[config.mk]
export PLATFORM = sky130hd
export DESIGN_NAME = tetris_move_sequencer
export DESIGN_NICKNAME = d
export VERILOG_FILES = /design/src/rtl/tetris_move_sequencer_pkg.sv /design/src/rtl/tetris_move_sequencer_arbiter.sv /design/src/rtl/tetris_move_sequencer.sv
export SDC_FILE = /design/constraint.sdc
export NUM_CORES = 1
export LEC_CHECK = 0
export ABC_AREA = 1
export CAP_MARGIN = 20
export CORE_MARGIN = 1.5
export CORE_UTILIZATION = 42
export DETAILED_ROUTE_END_ITERATION = 8
export HOLD_SLACK_MARGIN = 0.08
export PLACE_DENSITY_LB_ADDON = 0.1
export SLEW_MARGIN = 40
export SYNTH_ARGS = -nofsm -noshare
export SYNTH_HDL_FRONTEND = slang
export SYNTH_HIERARCHICAL = 1
export SYNTH_SLANG_ARGS = --single-unit
[constraint.sdc]
create_clock -name CLOCK_50 -period 4.13 [get_ports CLOCK_50]
set_input_delay 0.413 -clock CLOCK_50 [delete_from_list [all_inputs] [get_ports CLOCK_50]]
set_output_delay 0.413 -clock CLOCK_50 [all_outputs]
set_load 0.02 [all_outputs]
[src/rtl/tetris_move_sequencer_pkg.sv]
// Shared definitions for the Tetris move sequencer: FSM state encoding,
// action codes and default board geometry.
package tetris_pkg;

    typedef enum logic [2:0] {
        ST_IDLE      = 3'd0,
        ST_SPAWN     = 3'd1,
        ST_SPAWN_CHK = 3'd2,
        ST_FALL      = 3'd3,
        ST_CHECK     = 3'd4,
        ST_LOCK      = 3'd5,
        ST_OVER      = 3'd6
    } state_t;

    // Action codes double as bit positions in the arbiter's one-hot grant.
    typedef enum logic [1:0] {
        ACT_L = 2'd0,
        ACT_R = 2'd1,
        ACT_T = 2'd2,
        ACT_G = 2'd3
    } act_t;

    localparam int DEF_BOARD_W = 10;
    localparam int DEF_BOARD_H = 20;
    localparam int DEF_SPAWN_X = 4;
    localparam int DEF_SPAWN_Y = 0;

endpackage

[src/rtl/tetris_move_sequencer_arbiter.sv]
// Pending-action latch for left/right/rotate/gravity with left+right
// cancellation and fixed-priority (L > R > T > G) one-hot grant.
module tetris_action_arbiter
    import tetris_pkg::*;
(
    input  logic       i_clk,
    input  logic       i_rst_n,
    input  logic       i_enable,
    input  logic       i_clear,
    input  logic       i_take,
    input  logic       i_left,
    input  logic       i_right,
    input  logic       i_rot,
    input  logic       i_tick,
    output logic [3:0] o_grant,
    output logic       o_any
);

    logic [3:0] r_pending;
    logic [3:0] w_set;
    logic [3:0] w_next;

    always_comb begin
        w_set = 4'b0000;
        if (i_enable) begin
            w_set[ACT_L] = i_left & ~i_right;
            w_set[ACT_R] = i_right & ~i_left;
            w_set[ACT_T] = i_rot;
            w_set[ACT_G] = i_tick;
        end

        o_grant = 4'b0000;
        if (r_pending[ACT_L])      o_grant[ACT_L] = 1'b1;
        else if (r_pending[ACT_R]) o_grant[ACT_R] = 1'b1;
        else if (r_pending[ACT_T]) o_grant[ACT_T] = 1'b1;
        else if (r_pending[ACT_G]) o_grant[ACT_G] = 1'b1;
        o_any = |r_pending;

        // A pulse landing in the same cycle its bit is consumed stays latched.
        if (i_clear)
            w_next = 4'b0000;
        else
            w_next = (r_pending & ~(i_take ? o_grant : 4'b0000)) | w_set;
    end

    always_ff @(posedge i_clk or negedge i_rst_n) begin
        if (!i_rst_n)
            r_pending <= 4'b0000;
        else
            r_pending <= w_next;
    end

endmodule

[src/rtl/tetris_move_sequencer.sv]
// Game-flow controller: owns the active piece, serialises move/gravity
// requests through the collision checker, drives locking, score and game over.
module tetris_move_sequencer
    import tetris_pkg::*;
#(
    parameter int BOARD_W = DEF_BOARD_W,
    parameter int BOARD_H = DEF_BOARD_H,
    parameter int SPAWN_X = DEF_SPAWN_X,
    parameter int SPAWN_Y = DEF_SPAWN_Y
) (
    input  logic        CLOCK_50,
    input  logic        resetn,
    input  logic        start,
    input  logic        left_final,
    input  logic        right_final,
    input  logic        rot_final,
    input  logic        tick_gravity,
    input  logic [2:0]  next_shape,
    output logic        chk_req,
    output logic [4:0]  chk_x,
    output logic [4:0]  chk_y,
    output logic [1:0]  chk_rot,
    output logic [2:0]  chk_shape,
    input  logic        chk_done,
    input  logic        chk_collide,
    output logic        lock_req,
    input  logic        lock_done,
    input  logic [2:0]  lines_in,
    output logic [4:0]  piece_x,
    output logic [4:0]  piece_y,
    output logic [1:0]  rot,
    output logic [2:0]  shape_id,
    output logic [2:0]  state,
    output logic        move_accept,
    output logic        lock_phase,
    output logic [15:0] score,
    output logic        game_over
);

    localparam logic [4:0] LP_XMAX   = 5'(BOARD_W - 1);
    localparam logic [4:0] LP_YMAX   = 5'(BOARD_H - 1);
    localparam logic [4:0] LP_SPAWNX = 5'(SPAWN_X);
    localparam logic [4:0] LP_SPAWNY = 5'(SPAWN_Y);

    state_t      r_state, w_next_state;
    act_t        r_act, w_act;
    logic        r_chk_req, r_lock_req, r_move_accept;
    logic [4:0]  r_cand_x, r_cand_y, w_cand_x, w_cand_y;
    logic [1:0]  r_cand_rot, w_cand_rot;
    logic [4:0]  r_piece_x, r_piece_y;
    logic [1:0]  r_rot;
    logic [2:0]  r_shape;
    logic [15:0] r_score;
    logic [16:0] w_sum;
    logic [3:0]  w_grant;
    logic        w_any, w_take, w_clear, w_enable;
    logic        w_issue, w_commit, w_start_lock, w_done, w_lock_done;

    assign w_done      = chk_done & r_chk_req;
    assign w_lock_done = lock_done & r_lock_req;
    assign w_enable    = (r_state != ST_IDLE) && (r_state != ST_OVER);
    assign w_clear     = (w_next_state == ST_SPAWN) && (r_state != ST_SPAWN);
    assign w_sum       = {1'b0, r_score} + 17'(lines_in);

    tetris_action_arbiter u_arbiter (
        .i_clk    (CLOCK_50),
        .i_rst_n  (resetn),
        .i_enable (w_enable),
        .i_clear  (w_clear),
        .i_take   (w_take),
        .i_left   (left_final),
        .i_right  (right_final),
        .i_rot    (rot_final),
        .i_tick   (tick_gravity),
        .o_grant  (w_grant),
        .o_any    (w_any)
    );

    always_ff @(posedge CLOCK_50 or negedge resetn) begin
        if (!resetn)
            r_state <= ST_IDLE;
        else
            r_state <= w_next_state;
    end

    always_comb begin
        w_next_state = r_state;
        w_act        = r_act;
        w_cand_x     = r_piece_x;
        w_cand_y     = r_piece_y;
        w_cand_rot   = r_rot;
        w_issue      = 1'b0;
        w_take       = 1'b0;
        w_commit     = 1'b0;
        w_start_lock = 1'b0;
        case (r_state)
            ST_IDLE: if (start) w_next_state = ST_SPAWN;
            ST_SPAWN: begin
                w_cand_x     = LP_SPAWNX;
                w_cand_y     = LP_SPAWNY;
                w_cand_rot   = 2'd0;
                w_issue      = 1'b1;
                w_next_state = ST_SPAWN_CHK;
            end
            ST_SPAWN_CHK: if (w_done) begin
                if (chk_collide) begin
                    w_next_state = ST_OVER;
                end else begin
                    w_commit     = 1'b1;
                    w_next_state = ST_FALL;
                end
            end
            // Edge moves are dropped silently; a floor-level tick locks at once.
            ST_FALL: if (w_any) begin
                w_take = 1'b1;
                if (w_grant[ACT_L]) begin
                    w_act = ACT_L;
                    if (r_piece_x != 5'd0) begin
                        w_cand_x = r_piece_x - 5'd1;
                        w_issue  = 1'b1;
                    end
                end else if (w_grant[ACT_R]) begin
                    w_act = ACT_R;
                    if (r_piece_x != LP_XMAX) begin
                        w_cand_x = r_piece_x + 5'd1;
                        w_issue  = 1'b1;
                    end
                end else if (w_grant[ACT_T]) begin
                    w_act      = ACT_T;
                    w_cand_rot = r_rot + 2'd1;
                    w_issue    = 1'b1;
                end else begin
                    w_act = ACT_G;
                    if (r_piece_y == LP_YMAX) begin
                        w_start_lock = 1'b1;
                        w_next_state = ST_LOCK;
                    end else begin
                        w_cand_y = r_piece_y + 5'd1;
                        w_issue  = 1'b1;
                    end
                end
                if (w_issue) w_next_state = ST_CHECK;
            end
            ST_CHECK: if (w_done) begin
                if (!chk_collide) begin
                    w_commit     = 1'b1;
                    w_next_state = ST_FALL;
                end else if (r_act == ACT_G) begin
                    w_start_lock = 1'b1;
                    w_next_state = ST_LOCK;
                end else begin
                    w_next_state = ST_FALL;
                end
            end
            ST_LOCK: if (w_lock_done) w_next_state = ST_SPAWN;
            ST_OVER: if (start) w_next_state = ST_SPAWN;
            default: w_next_state = ST_IDLE;
        endcase
    end

    always_ff @(posedge CLOCK_50 or negedge resetn) begin
        if (!resetn) begin
            r_act         <= ACT_G;
            r_chk_req     <= 1'b0;
            r_lock_req    <= 1'b0;
            r_move_accept <= 1'b0;
            r_cand_x      <= LP_SPAWNX;
            r_cand_y      <= LP_SPAWNY;
            r_cand_rot    <= 2'd0;
            r_piece_x     <= LP_SPAWNX;
            r_piece_y     <= LP_SPAWNY;
            r_rot         <= 2'd0;
            r_shape       <= 3'd0;
            r_score       <= 16'd0;
        end else begin
            r_move_accept <= w_commit;
            if (w_issue) begin
                r_chk_req  <= 1'b1;
                r_act      <= w_act;
                r_cand_x   <= w_cand_x;
                r_cand_y   <= w_cand_y;
                r_cand_rot <= w_cand_rot;
            end else if (w_done) begin
                r_chk_req <= 1'b0;
            end
            if (w_commit) begin
                r_piece_x <= r_cand_x;
                r_piece_y <= r_cand_y;
                r_rot     <= r_cand_rot;
            end
            if (r_state == ST_SPAWN)
                r_shape <= next_shape;
            if (w_start_lock) begin
                r_lock_req <= 1'b1;
            end else if (w_lock_done) begin
                r_lock_req <= 1'b0;
                r_score    <= w_sum[16] ? 16'hFFFF : w_sum[15:0];
            end
            if (r_state == ST_OVER && start)
                r_score <= 16'd0;
        end
    end

    assign chk_req     = r_chk_req;
    assign chk_x       = r_cand_x;
    assign chk_y       = r_cand_y;
    assign chk_rot     = r_cand_rot;
    assign chk_shape   = r_shape;
    assign lock_req    = r_lock_req;
    assign piece_x     = r_piece_x;
    assign piece_y     = r_piece_y;
    assign rot         = r_rot;
    assign shape_id    = r_shape;
    assign state       = r_state;
    assign move_accept = r_move_accept;
    assign lock_phase  = (r_state == ST_LOCK);
    assign score       = r_score;
    assign game_over   = (r_state == ST_OVER);

endmodule

==> metrics <==
status=finished, final reports clean; CTS tree=built; Hold Path Origin=r_act[0]$_DFFE_PN1P_; Clock Tree Root=clkbuf_8; DR DRC count=0; H-tree levels=2; Iteration-0 DRC Markers=133; largest net degree at the start of global routing=56; Worst Skew=0.00707 ns; Post-Syn Area=3530 sq um; synth warn=6; critical path launch point=piece_x[1]$_DFFE_PN0P_; Num CTS Buffers=5; Fin Setup TNS=0 ns; Design Power=2.83 mW; crit path DAT=2.47 ns; placed cell area=4270 sq um; Final period util=55.2%; vias per std cell=4.95; Longest Clk Path Bufs=2; starting density of the core=43.2%; Nets=597; hold_ws=0.505 ns; Worst Tran Pin Value=0.612 ns; Clock Sinks=55; CP endpoint kind=register; row count=33; fraction of layout cells with a size suffix above 1=8.55%; ant diodes=0; Peak Freq=438 MHz; Post-Route WL=8710 um; Finished Core Util=53.9%; Die Width=94.7 um; CP required=4.32 ns; Hold Fails Final Rpt=0; worst flop-to-flop path startpoint=piece_x[1]$_DFFE_PN0P_; gpl congestion=0.836; leakage power=2.15 nW; antenna violations before repair=0; final worst slack=1.85 ns; Critical Path Start Type=register; kind of critical path=register to register; GRT Util Overall=21.0%; via count=3354; Routed WL per cell=12.9 um; vias in the first global route=3217; RSZ-0062 raised after global routing=false; setup violators final=0; worst min-delay path class=register to register; global route overflow=0; max-cap viol count=0; Design Area, Final=4410 sq um; Max transition margin=59.2%; global-route wire length before repair=15000 um; Setup WS pre-CTS=1.63 ns; I/O pin count=70; Skew-Pair Late Insertion Delay=0.31 ns; DRT Pass-1 Iters=4; Area Overhead vs Synth=24.8%; crit path max fanout=7; worst vdd ir=0.327 mV; Syn Area/Cell=7.01 sq um; pwr dens=642 nW/um^2; Die Ht=94.7 um; core footprint=8180 sq um; die area=8970 sq um; register clock-pin slew on the reported worst setup and hold paths=0.10 ns; Final Instance Count excl. Fillers=678; # Post-CTS Setup Buffers=0; Syn Inst Count=504; fill cell count=808; hpwl dp=6410 um; Final Max Tran Viols=0; post-route ant nets=0; Inst Count DP=668; fin crit period=2.28 ns; Buffers on Ports=69; syn_nets=529
worst max-delay path, cell delays in order (launching register included):
cell	delay [ns]
dfrtp_1	0.45
inv_1	0.22
ha_1	0.19
inv_1	0.04
nor2_1	0.12
nand3_1	0.09
nand2_1	0.11
inv_1	0.08
nand2_1	0.15
nor2_1	0.13
nor2_1	0.15
nand2_1	0.07
nor2_1	0.28
a21oi_1	0.07
per-layer routing:
layer | global-route usage [%] | share of wire, %
met5 | 0 | 0
met3 | 2.90 | 4.3
met1 | 28.0 | 48
met4 | 3.98 | 0.41
met2 | 36.2 | 47
report_power, final:
group	total (mW)	internal, mW	switching (mW)
combinational	1.53	0.618	0.916
sequential	0.963	0.732	0.231
clock	0.333	0.153	0.180
state kept, by name, summed over array words and instances, names as in the netlist:
name,flops
chk_req,1
chk_rot,2
chk_shape,3
chk_x,5
chk_y,5
lock_req,1
move_accept,1
piece_x,5
piece_y,5
r_act,2
rot,2
score,16
state,3
u_arbiter/r_pending,4
final cells by class:
type	instances	area, sq um	share of cell area (%)
clock inverter	1	7.51	0.170
clock buffer	7	96.3	2.19
tap	105	131	2.98
inverter	69	265	6.02
multi-input combinational	369	1800	40.9
sequential	55	1380	31.3
timing repair buffer	72	723	16.4
cells in the final DEF (no fill, tap or decap), drive strengths merged:
master and count:
a21oi 13, buf 3, clkbuf 7, clkdlybuf4s50 68
clkinv 1, clkinvlp 1, dfrtp 51, dfstp 4
dlygate4sd3 1, fa 1, ha 8, inv 68
mux2 3, nand2 182, nand3 44, nand3b 2
nand4 10, nor2 48, nor3 6, o21a 1
o21ai 46, or2 2, xnor2 1, xor2 2
what timing repair did:
action / in CTS / in global routing
hold endpoints to repair: 0 / 11
hold buffers: 0 / 1
resized for setup: 0 / 0
final timing paths:
check / end / slack (ns) / cells past startpoint
worst min-delay path: r_act[0]$_DFFE_PN1P_ / 0.50 / 2
min in group asynchronous: chk_shape[0]$_DFFE_PN0P_ / 0.56 / 3
worst max-delay path: u_arbiter/r_pending[1]$_DFF_PN0_ / 1.85 / 13
worst min register to register: r_act[0]$_DFFE_PN1P_ / 0.50 / 2
worst max register to register: u_arbiter/r_pending[1]$_DFF_PN0_ / 1.85 / 13
max in group asynchronous: r_act[1]$_DFFE_PN1P_ / 3.03 / 4
Power figures use the tool's default switching activity.
